--- src/rtl/cond_logic.sv ---
// cond_logic: ARM-style conditional execution unit.
// Evaluates the instruction condition field against the registered NZCV
// status, qualifies the decoder's write requests with the result, updates
// the status register on committed flag-setting instructions, and keeps
// saturating counts of committed executed and skipped instructions.
module cond_logic #(
    parameter int CNT_W = 16
) (
    input  logic             clk,
    input  logic             reset_n,
    input  logic [3:0]       Cond,
    input  logic [3:0]       ALUFlags,
    input  logic [1:0]       FlagW,
    input  logic             PCS,
    input  logic             RegW,
    input  logic             MemW,
    input  logic             NoWrite,
    input  logic             en,
    input  logic             clr_cnt,
    output logic             PCSrc,
    output logic             RegWrite,
    output logic             MemWrite,
    output logic             CondEx,
    output logic [3:0]       Flags,
    output logic [CNT_W-1:0] ExecCount,
    output logic [CNT_W-1:0] SkipCount
);

    typedef enum logic [3:0] {
        COND_EQ = 4'b0000,
        COND_NE = 4'b0001,
        COND_CS = 4'b0010,
        COND_CC = 4'b0011,
        COND_MI = 4'b0100,
        COND_PL = 4'b0101,
        COND_VS = 4'b0110,
        COND_VC = 4'b0111,
        COND_HI = 4'b1000,
        COND_LS = 4'b1001,
        COND_GE = 4'b1010,
        COND_LT = 4'b1011,
        COND_GT = 4'b1100,
        COND_LE = 4'b1101,
        COND_AL = 4'b1110,
        COND_NV = 4'b1111
    } cond_e;

    logic [3:0]       flags_q;
    logic [3:0]       flags_eff;
    logic             flag_n;
    logic             flag_z;
    logic             flag_c;
    logic             flag_v;
    cond_e            cond_code;
    logic             cond_ex;
    logic             commit;
    logic [CNT_W-1:0] exec_q;
    logic [CNT_W-1:0] skip_q;

    // Counter increment that sticks at all-ones instead of wrapping.
    function automatic logic [CNT_W-1:0] sat_inc(input logic [CNT_W-1:0] x);
        return (x == '1) ? x : x + 1'b1;
    endfunction

    // Status view used for condition evaluation; reads as zero while reset is held
    // so the write qualifiers behave as if the status were already cleared.
    always_comb begin
        flags_eff = reset_n ? flags_q : '0;
        flag_n    = flags_eff[3];
        flag_z    = flags_eff[2];
        flag_c    = flags_eff[1];
        flag_v    = flags_eff[0];
        cond_code = cond_e'(Cond);
    end

    // Condition-code decode against the registered (pre-update) status.
    always_comb begin
        cond_ex = 1'b0;
        case (cond_code)
            COND_EQ: cond_ex = flag_z;
            COND_NE: cond_ex = !flag_z;
            COND_CS: cond_ex = flag_c;
            COND_CC: cond_ex = !flag_c;
            COND_MI: cond_ex = flag_n;
            COND_PL: cond_ex = !flag_n;
            COND_VS: cond_ex = flag_v;
            COND_VC: cond_ex = !flag_v;
            COND_HI: cond_ex = flag_c && !flag_z;
            COND_LS: cond_ex = !flag_c || flag_z;
            COND_GE: cond_ex = (flag_n == flag_v);
            COND_LT: cond_ex = (flag_n != flag_v);
            COND_GT: cond_ex = !flag_z && (flag_n == flag_v);
            COND_LE: cond_ex = flag_z || (flag_n != flag_v);
            COND_AL: cond_ex = 1'b1;
            COND_NV: cond_ex = 1'b0;
            default: cond_ex = 1'b0;
        endcase
    end

    // Write qualification: nothing commits unless the pipeline advances and the condition passes.
    always_comb begin
        commit   = en && cond_ex;
        CondEx   = cond_ex;
        PCSrc    = PCS && commit;
        RegWrite = RegW && !NoWrite && commit;
        MemWrite = MemW && commit;
    end

    // Status register: N,Z and C,V groups load independently on a committed flag write.
    always_ff @(posedge clk) begin
        if (!reset_n) begin
            flags_q <= '0;
        end else if (en == 1'b1 && cond_ex == 1'b1) begin
            if (FlagW[1] == 1'b1) begin
                flags_q[3:2] <= ALUFlags[3:2];
            end
            if (FlagW[0] == 1'b1) begin
                flags_q[1:0] <= ALUFlags[1:0];
            end
        end
    end

    // Commit counters: exactly one moves per advancing instruction; clear wins over increment.
    always_ff @(posedge clk) begin
        if (!reset_n) begin
            exec_q <= '0;
            skip_q <= '0;
        end else if (clr_cnt) begin
            exec_q <= '0;
            skip_q <= '0;
        end else if (en == 1'b1) begin
            if (cond_ex == 1'b1) begin
                exec_q <= sat_inc(exec_q);
            end else begin
                skip_q <= sat_inc(skip_q);
            end
        end
    end

    // Registered state presented directly on the outputs.
    always_comb begin
        Flags     = flags_q;
        ExecCount = exec_q;
        SkipCount = skip_q;
    end

endmodule

--- config.mk ---
export PLATFORM = sky130hd
export DESIGN_NAME = cond_logic
export DESIGN_NICKNAME = d
export VERILOG_FILES = /design/src/rtl/cond_logic.sv
export SDC_FILE = /design/constraint.sdc
export NUM_CORES = 1
export LEC_CHECK = 0
export BUFFER_PORTS_ARGS = -buffer_cell sky130_fd_sc_hd__buf_2
export CELL_PAD_IN_SITES_DETAIL_PLACEMENT = 1
export CELL_PAD_IN_SITES_GLOBAL_PLACEMENT = 1
export CORE_MARGIN = 2
export CORE_UTILIZATION = 25
export DETAILED_ROUTE_END_ITERATION = 12
export PLACE_DENSITY = 0.61
export SLEW_MARGIN = 20
export SYNTH_ARGS = -nofsm -noshare
export SYNTH_HDL_FRONTEND = slang
export SYNTH_SLANG_ARGS = --single-unit
--- constraint.sdc ---
create_clock -name clk -period 1.88 [get_ports clk]
set_input_delay 0.282 -clock clk [delete_from_list [all_inputs] [get_ports clk]]
set_output_delay 0.282 -clock clk [all_outputs]
set_load 0.01 [all_outputs]
Word-level counts from Yosys, hierarchy flattened
Cells that the tools add are included.

cells by class
  add/sub/neg operators = 2
  muxes and demuxes = 2
  reduce and logical (&&, ||, !) cells = 20
  equal/unequal tests = 19
  bitwise operators = 4

operators with widths
  cell                                                                   number
  16-bit by 1-bit adder with 16-bit output, second input constant        2
  16-bit equality test, second input constant                            2
  4-bit equality test, second input constant                             8
  4-bit by 3-bit equality test with 1-bit output, second input constant  4
  1-bit one-hot mux with 16 select lines                                 1
  4-bit by 2-bit equality test with 1-bit output, second input constant  2
  1-bit logical AND                                                      7
  3-bit AND reduction                                                    2
  1-bit logical NOT                                                      5
  4-bit by 1-bit equality test with 1-bit output, second input constant  1
  4-bit logical NOT                                                      1
  4-bit two-way mux                                                      1
  1-bit NOT                                                              4
  2-bit AND reduction                                                    2
  1-bit logical OR                                                       2
  2-bit OR reduction                                                     1
  1-bit equality test                                                    1
  1-bit inequality test                                                  1

word-level totals
  input port bits = 18
  logic and storage cells = 51
  output and inout port bits = 40
  flip-flop bits (word level) = 36

Depth between registers and ports, before layout
  depth after elaboration = 6
  mapped depth = 9
  depth with buffers taken out = 7

Worst setup path before layout
Ideal clock, no wire load.

  path kind = flip-flop to flip-flop
  from = reg exec_q[0] (netlist: ExecCount[0])
  to = reg exec_q[10] (netlist: ExecCount[10])
  arrival time = 2.077 ns
  clock period less this slack = 2.137 ns
  slack = -0.257 ns
  required time = 1.821 ns
  buffers on the path = 1
  cell stages (with the launch flop) = 9
  library setup time = 0.059 ns
  path through = dfxtp_1 ha_1 and3_1 nand3_2 nor3_1 clkbuf_1 or3b_2 or4_1 nand2_1

on the way
  longest elaborated chain between the ends = 3
  elaborated cells between the ends (all ways) = 4
  those cells by class = add/sub: 1; eq/ne: 1; bitwise: 1; reduce/logical: 1

ends and longest elaborated chain
  element                                                                           line  text
  start: declaration                                                                57    logic [CNT_W-1:0] exec_q;
  start signal: assignment                                                          133   exec_q <= sat_inc(exec_q);
  branches (longest 3 deep; another with 16-bit by 1-bit adder with 16-bit output)  n/a

Several ways; the timed one is not identified.
A chain may end at the register's enable or synchronous reset.

Worst setup path after layout
  from = reg flags_q[1] (netlist: Flags[1])
  to = out CondEx

on the way
  longest elaborated chain between the ends = 4
  elaborated cells between the ends (all ways) = 5
  those cells by class = mux: 2; reduce/logical: 3

ends and longest elaborated chain
  element                                     line    text
  start: declaration                          48      logic [3:0] flags_q;
  start signal: assignment                    118     flags_q[1:0] <= ALUFlags[1:0];
  4-bit two-way mux (*)                       68      flags_eff = reset_n ? flags_q : '0;
  1-bit logical NOT                           83, 89
  1-bit logical OR                            89      COND_LS: cond_ex = !flag_c || flag_z;
  1-bit one-hot mux with 16 select lines (*)  79      case (cond_code)
  end: declaration                            23      output logic CondEx,

Mark *: on every way between the ends. The rest lies on a longest branch, timed or not.

==> metrics.txt <==
RSZ-0062 raised after global routing true; Die ar. 9069 sq um; final setup fails 35; total track usage 0.1663; post-synth net total 279; crit path to CondEx; ANT nets after route 0; Tcrit/Tclk final 1.194; final setup margin -0.3644 ns; Async SR Flop Fraction 0; cell count after synthesis 259; drt first pass iters 4; Area Overhead vs Synth 70.90%; H-tree depth 2; Max Fanout on Critical Path 5; Yosys top cell area share 0.3464; NumNets Final 406; Cell Pwr Density 545.3 nW/um^2; Period minus WS final 2.244 ns; syn_area_per_cell 8.034 sq um; synthesized cell area 2081 sq um; drt wl/cell 15.37 um; first-pass GRT wire length 11870 um; overall power 1939 uW; worst flop-to-flop path endpoint SkipCount[7]; met2 Usage GRT 0.2946; Slew HR 0.6853; Reg2Reg Launch Point Flags[1]; root buf cell clkbuf_8; remaining global-route overflow 0; Hold Crit Class in -> reg; initial antenna violation count 0; P_leak 0.001500 uW; crit path kind reg -> out; # DRC 0; Seq/Total Area, Yosys 0.3464; clock transition at the registers of the reported paths 0.08 ns; met1 Use GR 0.2012; Post-DP Area 2983 sq um; Inserted Diodes 0; peak supply drop 0.0002529 V; r2r worst-path depth 10; main combinational cell family by area after synthesis simple AND/OR/NAND/NOR gates; die height 95.23 um; FMAX 445.6 MHz; post-DP HPWL 4944 um; Worst setup SP type register; I/O pins 58; largest net degree at the start of global routing 21; Detailed Route WL 7561 um; commonest non-fill, non-tap cells in the layout buf_4 (62), buf_2 (57), dfxtp_1 (26), nand2_1 (26), o21ai_1 (17); Final Skew 0.007293 ns; flop2flop setup slack -0.30 ns; synth warn 0; Clock Sinks 36; CTS tree built; XOR/XNOR Fraction of Synth Area 0.008419; status finished with violations; number of port buffers 57; failing checks negative setup slack; Required @ worst endpoint 1.60 ns; vias per cell 5.016; routed via count 2468; Initial Utilization 0.2558; Synth area leader dfxtp_1; max_cap viols 0; post-synthesis mux area share 0.04390; clk buf depth 2; final instance area 3556 sq um; Critical Path AT 1.96 ns; fin. max-slew vios 0; Fin. Hold Viols 0; busiest grt layer met2; Num CTS Buffers 5; vias in the first global route 2466; Post-synth top flop dfxtp_1; flops & latches, synth 36; die width 95.23 um; share of layout cells above drive strength 1 0.5375; number of synthesized flops with an enable pin 0; Worst-Skew Late Latency 0.30 ns; Synth Area in Compound Gates 0.2219; simple-gate share of the synthesized area 0.3115; synth unique cells 54; FP Rows 33; Slew @ Worst Pin 0.4705 ns; Critical Path Sink Type output pin; post-synthesis adder-cell area fraction 0.01203; commonest non-fill, non-tap cell in the layout buf_4; met3 Use GR 0.03320; core area 8134 sq um; placer's final routability congestion estimate 0.7768; DRT iter0 DRCs 43; synth top area cells dfxtp_1 (35%), a21oi_1 (6.3%), or3_1 (6.0%); crit path from Flags[1]
layout make-up:
type | count | area [sq um]
clock buffers | 7 | 96.34
fillers | 956 | 4578
clock inverters | 1 | 30.03
repair buffers | 136 | 998.5
inverters | 6 | 22.52
multi-input cells | 201 | 1536
well taps | 105 | 131.4
flip-flops and latches | 36 | 740.7
critical path, cell delays in order (launching register included):
cell and delay (ns):
dfxtp_2 0.40, a22o_1 0.17, o211a_1 0.23, mux2_4 0.34, nor2_4 0.09, nor4_2 0.04
a31oi_1 0.22, buf_2 0.17
per-layer routing:
metal,vias up,wire (um)
li1,1212,-
met1,1195,3303
met2,50,3906
met3,11,226
met4,0,125
met5,-,0
cells by family after synthesis:
logic type                 Yosys count
xor gates and xnor gates             2
buffers and inverters               22
adders and majority gates            2
and+or+nand+nor                    117
DFF                                 36
AOI/OAI and AO/OA                   71
muxes                                9
Yosys cell counts (4+ instances only):
cell type and number:
a21oi_1 26, o21ai_1 14, nand3_1 11, clkbuf_1 7, o31ai_1 6, or4_1 12, mux2i_1 8, dfxtp_1 36
buf_4 4, or3_1 20, o21ai_0 6, nor2_1 13, nand2_1 31, inv_1 6, nand4_1 7
through the flow:
step / worst slack [ns] / instances / TNS [ns] / util / hold WS (ns)
4_1_cts: -0.3384 / 486 / -5.985 / 0.4141 / 0.2039
3_5_place_dp: -0.2671 / 463 / -6.258 / 0.3667 / 0.4951
5_1_grt: -0.4447 / 492 / -10.10 / 0.4372 / 0.2169
2_1_floorplan: -0.03366 / 259 / -0.1420 / - / 0.4133
6_report: -0.3644 / 492 / -7.019 / 0.4372 / 0.2124
3_3_place_gp: -0.2363 / 463 / -4.862 / 0.3667 / 0.4838
report_power, final:
part	internal [uW]	switching, uW
Sequential	766	9.11
Combinational	193	179
Clock	469	322
timing repair:
item	in CTS	in global routing
gates resized for setup	27	41
gates cloned	2	2
pin swaps	36	22
hold buffers	0	0
endpoints found under the setup margin	32	40
setup buffers	13	7
flip-flops by register name, summed over array words and instances, names as in the netlist:
register,flops
SkipCount,16
ExecCount,16
Flags,4
worst min path at each step:
stage                                to     startpoint  cells after the start
after floorplan                Flags[0]    ALUFlags[0]                      2
after global placement    ExecCount[13]  ExecCount[13]                      2
after detailed placement  SkipCount[15]  SkipCount[15]                      2
after CTS                      Flags[1]    ALUFlags[1]                      3
after global routing           Flags[1]    ALUFlags[1]                      3
final                          Flags[1]    ALUFlags[1]                      3
Power figures use the tool's default switching activity.
